--- src/rtl/trapezoid_filter_v2.sv ---
// trapezoid_filter_v2
// Runtime-reconfigurable trapezoidal (k, l, M) pulse shaper for the ADC
// filter chain. Sits between the ADC sample register and the peak/energy
// extraction logic.
//
//   d(n) = x(n) - x(n-k) - x(n-l) + x(n-k-l)
//   p(n) = p(n-1) + d(n)
//   r(n) = p(n) + M*d(n)
//   s(n) = s(n-1) + r(n)
//   out  = s >>> SHIFT
//
// Ports
//   clk       rising-edge clock
//   reset_n   synchronous active-low reset
//   in_valid  sample strobe
//   in_data   signed input sample
//   cfg_we    config write strobe (wins over in_valid in the same cycle)
//   cfg_k/l/m new k, l and M; legal iff 1 <= k <= l <= DEPTH
//   cfg_err   one-cycle pulse after a rejected config write
//   primed    k+l samples accepted since last reset/legal config
//   out_valid output strobe, five cycles after the accepted sample
//   out_data  shaped sample, held between strobes
//
// Build option
//   TRAP_SATURATE_EN  defined: out_data clamps to the signed output range.
//                     undefined: out_data keeps the low bits (wraps).
module trapezoid_filter_v2 #(
    parameter int SIZE_IN_DATA  = 14,
    parameter int SIZE_OUT_DATA = 16,
    parameter int SIZE_CNT      = 4,
    parameter int DEPTH         = 14,
    parameter int K_INIT        = 5,
    parameter int L_INIT        = 8,
    parameter int M_INIT        = 16,
    parameter int M_W           = 8,
    parameter int ACC_W         = 40,
    parameter int SHIFT         = 8
) (
    input  logic                            clk,
    input  logic                            reset_n,
    input  logic                            in_valid,
    input  logic signed [SIZE_IN_DATA-1:0]  in_data,
    input  logic                            cfg_we,
    input  logic        [SIZE_CNT-1:0]      cfg_k,
    input  logic        [SIZE_CNT-1:0]      cfg_l,
    input  logic        [M_W-1:0]           cfg_m,
    output logic                            cfg_err,
    output logic                            primed,
    output logic                            out_valid,
    output logic signed [SIZE_OUT_DATA-1:0] out_data
);

    localparam int HIST = 2 * DEPTH;
    localparam int PW   = $clog2(HIST);
    // Two spare bits so pointer + HIST - offset never overflows.
    localparam int IW   = PW + 2;
    localparam logic [SIZE_CNT:0] DEPTH_C = (SIZE_CNT + 1)'(DEPTH);

    logic signed [SIZE_IN_DATA-1:0]  hist_q [HIST];
    logic        [PW-1:0]            ptr_q;
    logic        [SIZE_CNT-1:0]      k_q, l_q;
    logic        [M_W-1:0]           m_q;
    logic        [IW-1:0]            primeCnt_q;
    logic                            cfgErr_q;
    logic                            v1_q, v2_q, v3_q, v4_q, v5_q;
    logic signed [ACC_W-1:0]         d1_q, p_q, md_q, r_q, s_q;
    logic signed [SIZE_OUT_DATA-1:0] outData_q;

    logic                            cfgLegal, accept, flush;
    logic        [IW-1:0]            kl;
    logic signed [SIZE_IN_DATA-1:0]  xk, xl, xkl;
    logic signed [ACC_W-1:0]         d1_d, mExt, shifted;
    logic signed [SIZE_OUT_DATA-1:0] outData_d;

    function automatic logic [PW-1:0] tapIdx(input logic [PW-1:0] ptr,
                                             input logic [IW-1:0] off);
        logic [IW-1:0] sum;
        sum = IW'(ptr) + IW'(HIST) - off;
        if (sum >= IW'(HIST))
            sum = sum - IW'(HIST);
        return PW'(sum);
    endfunction

    function automatic logic signed [ACC_W-1:0] sext(input logic signed [SIZE_IN_DATA-1:0] x);
        return {{(ACC_W - SIZE_IN_DATA){x[SIZE_IN_DATA-1]}}, x};
    endfunction

    assign cfgLegal = (cfg_k != '0) && (cfg_k <= cfg_l) && ({1'b0, cfg_l} <= DEPTH_C);
    assign accept   = in_valid && !cfg_we;
    // A legal config clears the same datapath state that reset does.
    assign flush    = !reset_n || (cfg_we && cfgLegal);
    assign kl       = IW'(k_q) + IW'(l_q);
    assign mExt     = {{(ACC_W - M_W){1'b0}}, m_q};

    // Taps are read before this cycle's write, so an offset of 2*DEPTH lands
    // on the slot about to be overwritten, which is exactly x(n-2*DEPTH).
    always_comb begin
        xk   = hist_q[tapIdx(ptr_q, IW'(k_q))];
        xl   = hist_q[tapIdx(ptr_q, IW'(l_q))];
        xkl  = hist_q[tapIdx(ptr_q, kl)];
        d1_d = sext(in_data) - sext(xk) - sext(xl) + sext(xkl);
    end

    always_comb begin
        shifted = s_q >>> SHIFT;
`ifdef TRAP_SATURATE_EN
        begin
            logic signed [ACC_W-1:0] outMax, outMin, clamped;
            outMax  = {{(ACC_W - SIZE_OUT_DATA + 1){1'b0}}, {(SIZE_OUT_DATA - 1){1'b1}}};
            outMin  = ~outMax;
            clamped = shifted;
            if (shifted > outMax)
                clamped = outMax;
            else if (shifted < outMin)
                clamped = outMin;
            outData_d = SIZE_OUT_DATA'(clamped);
        end
`else
        outData_d = SIZE_OUT_DATA'(shifted);
`endif
    end

    // Configuration, error pulse and output register. out_data survives a
    // config flush (it holds between strobes) but not a reset.
    always_ff @(posedge clk) begin
        if (!reset_n) begin
            k_q       <= SIZE_CNT'(K_INIT);
            l_q       <= SIZE_CNT'(L_INIT);
            m_q       <= M_W'(M_INIT);
            cfgErr_q  <= 1'b0;
            outData_q <= '0;
        end else begin
            cfgErr_q <= cfg_we && !cfgLegal;
            if (cfg_we && cfgLegal) begin
                k_q <= cfg_k;
                l_q <= cfg_l;
                m_q <= cfg_m;
            end
            if (v4_q && !flush)
                outData_q <= outData_d;
        end
    end

    // History, prime counter and the five valid-tracked pipeline stages.
    // Each stage and its accumulator only move when the incoming valid is set.
    always_ff @(posedge clk) begin
        if (flush) begin
            for (int i = 0; i < HIST; i++)
                hist_q[i] <= '0;
            ptr_q      <= '0;
            primeCnt_q <= '0;
            {v1_q, v2_q, v3_q, v4_q, v5_q} <= '0;
            d1_q <= '0;
            p_q  <= '0;
            md_q <= '0;
            r_q  <= '0;
            s_q  <= '0;
        end else begin
            if (accept) begin
                hist_q[ptr_q] <= in_data;
                ptr_q         <= (ptr_q == PW'(HIST - 1)) ? '0 : ptr_q + 1'b1;
                if (primeCnt_q < IW'(HIST))
                    primeCnt_q <= primeCnt_q + 1'b1;
                d1_q <= d1_d;
            end
            v1_q <= accept;
            v2_q <= v1_q;
            v3_q <= v2_q;
            v4_q <= v3_q;
            v5_q <= v4_q;
            if (v1_q) begin
                p_q  <= p_q + d1_q;
                md_q <= d1_q * mExt;
            end
            if (v2_q)
                r_q <= p_q + md_q;
            if (v3_q)
                s_q <= s_q + r_q;
        end
    end

    assign cfg_err   = cfgErr_q;
    assign primed    = (primeCnt_q >= kl);
    assign out_valid = v5_q;
    assign out_data  = outData_q;

endmodule

--- config.mk ---
export PLATFORM = sky130hd
export DESIGN_NAME = trapezoid_filter_v2
export DESIGN_NICKNAME = d
export VERILOG_FILES = /design/src/rtl/trapezoid_filter_v2.sv
export SDC_FILE = /design/constraint.sdc
export NUM_CORES = 2
export LEC_CHECK = 0
export CAP_MARGIN = 20
export CORE_ASPECT_RATIO = 1.5
export CORE_MARGIN = 3
export CORE_UTILIZATION = 50
export DETAILED_ROUTE_END_ITERATION = 16
export PLACE_DENSITY_LB_ADDON = 0.25
export SYNTH_ARGS = -nofsm -noshare
export SYNTH_HDL_FRONTEND = slang
export SYNTH_SLANG_ARGS = --single-unit
--- constraint.sdc ---
create_clock -name clk -period 7.19 [get_ports clk]
set_clock_uncertainty 0.2 [all_clocks]
set_input_delay 1.438 -clock clk [delete_from_list [all_inputs] [get_ports clk]]
set_output_delay 1.438 -clock clk [all_outputs]
set_load 0.02 [all_outputs]
Yosys cells after proc, flatten, opt, wreduce, memory -nomap -nowiden. Memories as Yosys holds them, arrays and structs flattened. Cells that the tools add are included.

Bits in registers: 250. Memories: 1. Memory bits (writable): 392. Input port bits: 34.

Equality and inequality tests: 1. Reductions and logical operators: 14. Mux-type cells: 12. $add $sub $neg: 16. Order comparisons: 7. Multipliers: 1.

Memories: hist_q (depth 28, width 14, rd ports 3, clocked after Yosys merged registers in 0, wr ports 28, line 59) `logic signed [SIZE_IN_DATA-1:0] hist_q [HIST];`.

Operators with widths (count): adder 40 bit (3); multiplier 40 x 9 -> 40 bit (1); two-way mux 5 bit (5); >= comparator 7 x 5 -> 1 bit, second input constant (3); adder 16 x 14 -> 17 bit (1); subtractor 15 x 14 -> 16 bit (1); subtractor 14 x 14 -> 15 bit (1); subtractor 5 bit, second input constant (3); two-way mux 14 bit (1); OR reduction 14 bit (1); subtractor 6 x 4 -> 7 bit (2); adder 7 x 1 -> 7 bit, second input constant (1); >= comparator 7 x 5 -> 1 bit (1); < comparator 7 x 5 -> 1 bit, second input constant (1); subtractor 6 x 5 -> 7 bit (1); adder 5 x 5 -> 6 bit, second input constant (1); logical AND 1 bit (6); two-way mux 1 bit (6); adder 4 x 4 -> 5 bit (1); adder 5 x 1 -> 5 bit, second input constant (1); == test 5 bit, second input constant (1); <= comparator 4 bit (1); <= comparator 4 bit, second input constant (1); zero test 1 bit (4); 3 further kinds (3).

Longest topological paths before layout.
Depth in word-level cells: 9. Gate-level depth with buffers: 34.

Worst setup path after synthesis. OpenSTA, ideal clock, no wires.

Path type: flip-flop to flip-flop. Start point: register ptr_q[2]. End point: register d1_q[14]. Data arrival time: 7.066 ns. Data required time: 6.920 ns. Cell stages (with the launch flop): 34. Path buffers: 1. Slack: -0.147 ns. Setup time: 0.070 ns. Cell sequence: dfxtp_1 -> clkinv_1 -> ha_1 -> inv_1 -> ha_1 -> a21boi_0 -> nor2_1 -> ha_1 -> nand3_1 -> o31a_1 -> o21ai_0 -> a22oi_1 -> o211ai_1 -> xnor2_1 -> buf_1 -> mux2i_1 -> mux2i_1 -> mux2_2 -> fa_1 -> fa_1 -> inv_1 -> ha_1 -> fa_1 -> a21o_1 -> a21oi_1 -> o21bai_1 -> a21oi_1 -> o21bai_1 -> a21oi_1 -> a21oi_1 -> a31oi_1 -> xnor2_1 -> nand2_1 -> a21oi_1.

Longest elaborated chain between the ends: 8.

Ends and longest elaborated chain: start: declaration (line 60) `logic [PW-1:0] ptr_q;`; start signal: assignment (line 161) `ptr_q <= (ptr_q == PW'(HIST - 1)) ? '0 : ptr_q + 1'b1;`; adder 5 x 5 -> 6 bit * (line 78) `sum = IW'(ptr) + IW'(HIST) - off;`; subtractor 6 x 4 -> 7 bit (line 78); >= comparator 7 x 5 -> 1 bit / subtractor 5 bit (equally long branches) (line 79, 80); two-way mux 5 bit (line 79) `if (sum >= IW'(HIST))`; memory read (28 x 14 bit) *; subtractor 14 x 14 -> 15 bit (line 101) `d1_d = sext(in_data) - sext(xk) - sext(xl) + sext(xkl);`; subtractor 15 x 14 -> 16 bit (line 101); adder 16 x 14 -> 17 bit * (line 101); end signal: assignment (line 153) `d1_q <= '0;`; end signal: assignment (line 164) `d1_q <= d1_d;`; end: declaration (line 66) `logic signed [ACC_W-1:0] d1_q, p_q, md_q, r_q, s_q;`.

Every way passes the cells marked *; elsewhere a longest branch is shown, timed or not. A chain may end at the register's enable or synchronous reset.

Worst setup path after layout.
Start point: register l_q[0]. End point: register d1_q[14].

Longest elaborated chain between the ends: 6.

Ends and longest elaborated chain: start: declaration (line 61) `logic [SIZE_CNT-1:0] k_q, l_q;`; start signal: assignment (line 128) `l_q <= SIZE_CNT'(L_INIT);`; start signal: assignment (line 136) `l_q <= cfg_l;`; subtractor 6 x 4 -> 7 bit / adder 4 x 4 -> 5 bit (equally long branches) (line 78, 92); >= comparator 7 x 5 -> 1 bit (tied with other cells) (line 79); two-way mux 5 bit (tied with other cells) (line 79); memory read (28 x 14 bit) *; subtractor 15 x 14 -> 16 bit / memory read (28 x 14 bit) (equally long branches); adder 16 x 14 -> 17 bit * (line 101).

Marks and branches as above.

==> flow_summary.toml <==
[yosys]
ys_seq_elements = 611
yosys_warnings = 0
yosys.area.top_type = "edfxtp_1"
synth.avg_cell_area_um2 = 11.92
synth_common_cells = "edfxtp_1 (448), and2_1 (426), mux4_2 (336), mux2i_1 (272), inv_1 (221)"
synth_nets = 4014
yosysUniqueCellTypes = 91
synth_edf_count = 448
synth.cell_area_um2 = 43770
synth-seq-area-share_pct = 38.19
synth_area_leaders = "edfxtp_1 (31%), mux4_2 (17%), dfxtp_1 (7.5%)"
yosysTopAreaCellShare_pct = 30.74
syn_inst = 3673
synth_flop_cell = "edfxtp_1"
synthArstFlopShare_pct = 0
yosysMostFrequentCell = "edfxtp_1"

[global_routing]
antenna_found_initial = 1
top_usage_layer = "met2"
globalRouteMet1Util_pct = 31.13
grt_overflow_total = 0
grt_pass1_vias = 31970
grt_start_max_net_pins = 113
grtUsageMet2_pct = 52.20
grt_use_total_pct = 29.77
grt_pass1_wl_mm = 199.6
use_met3_pct = 3.934

[finish]
final_cell_area_um2 = 49140
fin_nets = 4101
drive_above_1_share_pct = 20.70
syn2layout_area_growth_pct = 12.27
diodes = 0
layoutNonFillerInstCount = 4951

[cts]
root_buffer = "clkbuf_16"
path_clk_slew_ps = 70
cts_htree_levels = 2
clock-sinks = 611
clock_latency_ps = 700
cts.path.max_buffers = 3
cts_tree = "done"
numCtsBuffers = 61

[critical_path]
path_delay_family = "compound AO/OA/AOI/OAI gates"
worstPathMaxFanout = 3
cp_common_cell = "a21oi_2"
cpMaxStageDelayCell = "fa_1"
worstSetupStartpointType = "flip-flop"
worst_path_largest_cell_delay_ps = 540
worst_setup_path_end_kind = "flip-flop"
cp_data_arrival_time_ps = 7380
worstSetupPathType = "reg -> reg"
required_ps = 7540
cp_num_buf_inv = 3

[sta]
rsz0062_at_grt = "yes"
slew_viol_final = 0
period_share_pct = 97.87
fmax_ghz = 0.1421
setup_violations = 0
timing_hold_violations_final = 0
period_needed_ps = 7037
fin_tns_setup_ps = 0
worst_slew_pin_slew_ps = 1127
max_slew_margin_pct = 24.62

[placement]
hpwlAfterDp_mm = 96.81
gp_congestion = 0.9489
placed_cell_area_um2 = 46580
dp_cells = 4821
port-buffer-count = 52

[floorplan]
fp.dieArea_um2 = 91200
io_pins = 53
dieWidth_um = 247.6
start_util_pct = 50.57
num_rows = 132
fp.dieH_um = 368.4
core_area_um2 = 86540

[detailed_routing]
dr.pass1.iters = 5
ant_nets = 0
routed_wl_mm = 133.9
viasPerCell = 6.263
drc_errors = 0
drt-initial-drc-count = 2677
via_count = 31010
wl_per_cell_um = 27.05

[power]
max-vdd-ir-drop_v = 0.0008745
leakagePower_nw = 19.74
p_per_area_nw_per_um2 = 376.3

[hold_path]
hp-class = "reg -> reg"

[status]
status = "completed"

[job]
drv_cap = 0
==> path summary, 6_finish.rpt <==
kind	endpoint	from	slack [ps]	depth (start not counted)
worst max-delay path	d1_q[14]$_SDFFE_PP0P_	l_q[0]$_SDFFE_PN0P_	150	32
worst min-delay path	out_data[6]$_SDFFE_PN0P_	out_data[6]$_SDFFE_PN0P_	260	2
worst max register to register	d1_q[14]$_SDFFE_PP0P_	l_q[0]$_SDFFE_PN0P_	150	32
worst min register to register	out_data[6]$_SDFFE_PN0P_	out_data[6]$_SDFFE_PN0P_	260	2
==> flip-flops by register name (all words and copies together) (netlist names), 4 cells and up <==
register,count
d1_q,17
hist_q,448
k_q,4
l_q,4
m_q,8
md_q,24
out_data,16
p_q,24
primeCnt_q,7
ptr_q,5
r_q,24
s_q,24
==> worst reg2reg max path, delay by kind of cell (launching register included) <==
| kind | cells | cell delay, ps |
|---|---|---|
| adders and majority gates | 7 | 2190 |
| DFF | 1 | 340 |
| buffers and inverters | 3 | 330 |
| and+or+nand+nor | 6 | 610 |
| AOI/OAI and AO/OA | 14 | 2930 |
| xor gates and xnor gates | 2 | 310 |
==> final cells by class <==
type                    count  area [µm²]
well taps                1139        1425
fillers                  7171       37410
repair buffers            285        2442
clock buffers              74        1647
flip-flops and latches    611       16720
clock inverters            41       475.5
inverters                 222       833.3
multi-input cells        2579       25590
==> timing repair <==
| action | 4_1_cts | 5_1_grt |
|---|---|---|
| pin swaps | 12 | 41 |
| setup endpoints to repair | 6 | 11 |
| buffers inserted | 7 | 8 |
| resized for setup | 13 | 62 |
| gates cloned | 0 | 1 |
| hold buffers | 0 | 0 |
==> layer usage <==
| metal | vias to the layer above | wire (µm) |
|---|---|---|
| met1 | 15550 | 43190 |
| met4 | 0 | 14270 |
| met2 | 1347 | 68660 |
| li1 | 13670 | - |
| met3 | 449 | 7827 |
| met5 | - | 0 |
==> cell usage in the layout, fill, tap and decap left out, types with 29 or more instances in the layout <==
master             n
nand2_1          190
buf_4            212
and2_1           426
a21oi_1          107
edfxtp_1         448
nor3_1            91
clkbuf_16         62
nor2b_1           37
xnor2_1           66
mux2i_1          268
xor2_1            36
nor2_1           193
inv_1            218
o21ai_0           76
a21o_1            41
fa_1             135
ha_1             160
nand3_1           51
dfxtp_1          160
clkdlybuf4s50_1   51
o21ai_1           29
mux4_2           336
==> per-stage QoR <==
| stage | power [W] | util, % | hold WS (ps) | setup slack [ps] |
|---|---|---|---|---|
| floorplan | 0.01034 | - | 229.1 | 3.052 |
| global placement | 0.01363 | 53.80 | 244.6 | 54.02 |
| detailed placement | 0.01373 | 53.83 | 252.4 | -84.55 |
| CTS | 0.01749 | 56.39 | 260.8 | -20.12 |
| global route | 0.01937 | 56.78 | 269.1 | -190.5 |
| finish | 0.01849 | 56.78 | 258.0 | 153.0 |
==> logic make-up after synthesis <==
kind of cell / count (synthesis) / share of synthesized area (%)
AND/OR/NAND/NOR: 1111 / 13.57
adder cells (fa/ha/maj): 308 / 11.18
multiplexers: 614 / 23.70
flip-flops: 611 / 38.19
AO/OA/AOI/OAI: 434 / 6.789
XOR/XNOR: 111 / 2.281
buffers and inverters: 484 / 4.288
==> power breakdown <==
part / internal (W) / switching, W
Sequential: 0.00398 / 0.000189
Combinational: 0.00519 / 0.00573
Clock: 0.00193 / 0.00147
Total: 0.0111 / 0.00739
(Power assumes the default switching activity.)
